**config.mk**
```make
export PLATFORM = sky130hd
export DESIGN_NAME = regfile_sb
export DESIGN_NICKNAME = d
export VERILOG_FILES = /design/src/rtl/regfile_sb.sv
export SDC_FILE = /design/constraint.sdc
export NUM_CORES = 1
export LEC_CHECK = 0
export CAP_MARGIN = 20
export CORE_UTILIZATION = 62
export CTS_CLUSTER_SIZE = 14
export DETAILED_ROUTE_END_ITERATION = 10
export PLACE_DENSITY = 0.84
export SYNTH_ARGS = -nofsm -noshare
export SYNTH_HDL_FRONTEND = slang
export SYNTH_SLANG_ARGS = --single-unit
```
**constraint.sdc**
```tcl
create_clock -name clk -period 2.57 [get_ports clk]
set_input_delay 0.514 -clock clk [delete_from_list [all_inputs] [get_ports clk]]
set_output_delay 0.514 -clock clk [all_outputs]
set_load 0.01 [all_outputs]
```
**src/rtl/regfile_sb.sv**
```systemverilog
// regfile_sb: parametrised register file with two registered read ports,
// one write port with write-to-read bypass, an optional hardwired zero
// register, and a per-register busy scoreboard for RAW hazard detection.
// Every output is a flop; there is no combinational input-to-output path.
module regfile_sb #(
    parameter int WIDTH    = 8,
    parameter int ADDRW    = 3,
    parameter bit ZERO_REG = 1'b0
) (
    input  logic             clk,
    input  logic             reset,
    input  logic [ADDRW-1:0] readreg1,
    input  logic [ADDRW-1:0] readreg2,
    input  logic             regwrite,
    input  logic [ADDRW-1:0] writereg,
    input  logic [WIDTH-1:0] writedata,
    input  logic             reserve,
    input  logic [ADDRW-1:0] reservereg,
    output logic [WIDTH-1:0] data1,
    output logic [WIDTH-1:0] data2,
    output logic             busy1,
    output logic             busy2
);

    localparam int DEPTH = 1 << ADDRW;

    logic [WIDTH-1:0] r_regs [DEPTH];
    logic [DEPTH-1:0] r_busy;
    logic [WIDTH-1:0] r_data1;
    logic [WIDTH-1:0] r_data2;
    logic             r_busy1;
    logic             r_busy2;

    logic             w_wr_en;
    logic             w_rsv_en;
    logic             w_zero1;
    logic             w_zero2;
    logic [DEPTH-1:0] w_busy_next;
    logic [WIDTH-1:0] w_data1_next;
    logic [WIDTH-1:0] w_data2_next;
    logic             w_busy1_next;
    logic             w_busy2_next;

    // Qualify write and reserve: a hardwired register 0 can be neither written nor reserved.
    always_comb begin
        w_wr_en  = regwrite;
        w_rsv_en = reserve;
        if (ZERO_REG && (writereg == '0)) begin
            w_wr_en = 1'b0;
        end
        if (ZERO_REG && (reservereg == '0)) begin
            w_rsv_en = 1'b0;
        end
    end

    // Next scoreboard: the write clears first, then the reserve sets, so a new producer wins.
    always_comb begin
        w_busy_next = r_busy;
        if (w_wr_en) begin
            w_busy_next[writereg] = 1'b0;
        end
        if (w_rsv_en) begin
            w_busy_next[reservereg] = 1'b1;
        end
    end

    // Read muxes: bypass the write in flight, and force zero on a hardwired register 0.
    always_comb begin
        w_zero1      = ZERO_REG && (readreg1 == '0);
        w_zero2      = ZERO_REG && (readreg2 == '0);
        w_data1_next = r_regs[readreg1];
        w_data2_next = r_regs[readreg2];
        if (w_wr_en && (writereg == readreg1)) begin
            w_data1_next = writedata;
        end
        if (w_wr_en && (writereg == readreg2)) begin
            w_data2_next = writedata;
        end
        if (w_zero1) begin
            w_data1_next = '0;
        end
        if (w_zero2) begin
            w_data2_next = '0;
        end
        // Busy flags follow the post-edge scoreboard so they agree with the bypassed data.
        w_busy1_next = w_zero1 ? 1'b0 : w_busy_next[readreg1];
        w_busy2_next = w_zero2 ? 1'b0 : w_busy_next[readreg2];
    end

    // Register storage: reset loads each register with its own index; otherwise apply the write.
    always_ff @(posedge clk) begin
        if (reset) begin
            for (int i = 0; i < DEPTH; i++) begin
                r_regs[i] <= WIDTH'(i);
            end
        end else if (w_wr_en) begin
            r_regs[writereg] <= writedata;
        end
    end

    // Scoreboard and output flops; reset drops all pending reservations.
    always_ff @(posedge clk) begin
        if (reset) begin
            r_busy  <= '0;
            r_data1 <= '0;
            r_data2 <= '0;
            r_busy1 <= 1'b0;
            r_busy2 <= 1'b0;
        end else begin
            r_busy  <= w_busy_next;
            r_data1 <= w_data1_next;
            r_data2 <= w_data2_next;
            r_busy1 <= w_busy1_next;
            r_busy2 <= w_busy2_next;
        end
    end

    assign data1 = r_data1;
    assign data2 = r_data2;
    assign busy1 = r_busy1;
    assign busy2 = r_busy2;

endmodule

```
==> results.json <==
{
  "synth_top_area_cell": "edfxtp_1",
  "post-cts-setup-buffers": 0,
  "numPlacedInstances": 475,
  "clkLatencyLatePin_ns": 0.37,
  "critPathBufInv": 1,
  "wl_per_cell_um": 20.3,
  "viasPerCell": 6.24,
  "criticalPathCategory": "in2reg",
  "slew_violations": 0,
  "synth_fp_nets": 368,
  "synthCells": 344,
  "dieHeight_um": 88.1,
  "worst_clock_skew_ns": 0.0120,
  "drive_gt1_frac": 0.156,
  "vias": 3065,
  "wl_met1_um": 4240,
  "period_minus_slack_ns": 2.06,
  "holdWs_ns": 0.513,
  "hold_viol": 0,
  "yosysWarnings": 0,
  "top_layer": "met4",
  "post-layout-total-power_mw": 3.05,
  "synthDistinctLibCells": 40,
  "synth_seq_area_share": 0.531,
  "ys_async_sr_fraction": 0,
  "stdcell_count": 491,
  "met2WireLength_um": 4880,
  "cts_buffer_depth": 2,
  "htree_levels": 3,
  "outcome": "finished, final reports clean",
  "cts_resized": 0,
  "syn_area_per_cell_um2": 13.4,
  "ir_drop_v": 0.000455,
  "io_buffers": 41,
  "cts_sinks": 90,
  "finalNetCount": 411,
  "crit_path_end_kind": "flip-flop",
  "crit_arrival_ns": 2.37,
  "ant_nets": 0,
  "final_cell_mix": "64 x edfxtp_1, 52 x and2_1, 41 x clkdlybuf4s50_1, 32 x mux4_2, 30 x nor2_1",
  "fp-row-count": 31,
  "firstDrtPassIters": 5,
  "cts_tree": "done",
  "final_common_cell": "edfxtp_1",
  "cp.required_ns": 2.88,
  "fmax_mhz": 485,
  "grt_max_degree": 37,
  "initial_utilization": 0.637,
  "mappedNetlistArea_um2": 4600,
  "grt_pass1_vias": 2749,
  "drt_iter0_drc": 291,
  "yosys_most_used_dff": "edfxtp_1",
  "gp_congestion": 0.891,
  "wirelength_um": 9990,
  "synth-seq-cells": 90,
  "cts_made_buffers": 9,
  "drc_errors": 0,
  "syn_to_final_growth_pct": 15.1,
  "hpwl_um": 7250,
  "fillers": 492,
  "setup_viol": 0,
  "cts_hold_buffers": 0,
  "crit_family": "buffers and inverters",
  "hold_class": "reg2reg",
  "ios": 42,
  "leakagePower_nw": 1.87,
  "tightest_slew_ns": 0.683,
  "gr-total-overflow": 0,
  "min_period_over_period": 0.802,
  "path_max_fanout": 13,
  "place_area_um2": 5120,
  "grt_pass1_wl_um": 15500,
  "coreArea_um2": 7210,
  "slowest_delay_ns": 0.73,
  "maxCapViolCount": 0,
  "synth_area_leaders": "edfxtp_1 42%, mux4_2 16%, dfxtp_1 11%",
  "fin_tns_setup_ns": 0,
  "diodes": 0,
  "worstPathCellList": "clkdlybuf4s50_1 -> nand4b_1 -> a211oi_1 -> a2111oi_0 -> nand3_1 -> o21ai_1",
  "cp_slowest_cell": "clkdlybuf4s50_1",
  "synth_top_area_share": 0.418,
  "grt_usage": 0.287,
  "synth_edf_count": 64,
  "pwr_density_cell_nw_per_um2": 576,
  "met3_length_um": 726,
  "dieArea_um2": 7760,
  "antenna_found_initial": 0,
  "slew_headroom": 0.541,
  "cts_root_buffer": "clkbuf_8",
  "rsz0062_at_grt": "no",
  "die_w_um": 88.1,
  "critPathLaunchType": "input pin",
  "stdcell_area_um2": 5290,
  "clk_pin_slew_ns": 0.09
}
synthesized netlist by cell type (4+ instances only):
cell,instances
a211oi_1,18
a21oi_1,4
and2_1,52
buf_2,7
buf_4,8
clkbuf_1,6
dfxtp_1,26
edfxtp_1,64
mux2i_1,16
mux4_2,32
nand2b_1,14
nand3_1,4
nor2_1,30
or3_1,12
xnor2_1,6
worst min-delay path: cells and delay by family, from the launching register on:
| kind | cells | cell delay (ns) |
|---|---|---|
| flip-flops | 1 | 0.31 |
| AO/OA/AOI/OAI | 2 | 0.16 |
per-layer routing:
layer	up-vias	track usage
li1	1406	-
met1	1517	0.429
met2	130	0.424
met3	12	0.0547
met4	0	0.110
met5	-	0
final timing paths:
check,startpoint,cells past startpoint,end,slack (ns)
setup / recovery,writereg[0],6,busy2$_SDFF_PP0_,0.51
hold / removal,r_busy[1]$_SDFF_PP0_,2,r_busy[1]$_SDFF_PP0_,0.51
setup reg to reg,r_regs[7][4]$_SDFFCE_PN0P_,3,data2[4]$_SDFF_PP0_,1.24
hold reg to reg,r_busy[1]$_SDFF_PP0_,2,r_busy[1]$_SDFF_PP0_,0.51
sequential cells by signal (all words and copies together) (netlist names):
| name | flops |
|---|---|
| busy1 | 1 |
| busy2 | 1 |
| data1 | 8 |
| data2 | 8 |
| r_busy | 8 |
| r_regs | 64 |
power by group:
part / switching (mW) / internal (mW) / total, mW
sequential: 0.0463 / 1.66 / 1.70
clock: 0.522 / 0.354 / 0.876
combinational: 0.224 / 0.249 / 0.472
through the flow:
step | setup slack (ns) | utilization
3_5_place_dp | 0.162 | 0.710
6_report | 0.509 | 0.733
2_1_floorplan | 0.861 | -
5_1_grt | 0.289 | 0.733
3_3_place_gp | 0.211 | 0.710
4_1_cts | 0.533 | 0.733
final cells by class:
type / count / area (um^2) / share of cell area
Clock inverter: 6 / 40.0 / 0.00757
Inverter: 3 / 11.3 / 0.00213
Clock buffer: 10 / 128 / 0.0241
Sequential cell: 90 / 2440 / 0.462
Timing Repair Buffer: 54 / 533 / 0.101
Tap cell: 99 / 124 / 0.0234
Multi-Input combinational cell: 229 / 2010 / 0.380
kinds of logic after synthesis:
logic type / Yosys count / share of synthesized area
simple gates: 137 / 0.175
flops: 90 / 0.531
mux: 48 / 0.192
compound gates: 38 / 0.0602
buf+inv: 25 / 0.0305
xor+xnor: 6 / 0.0114
Note: power is estimated with default switching activity, not from simulation.
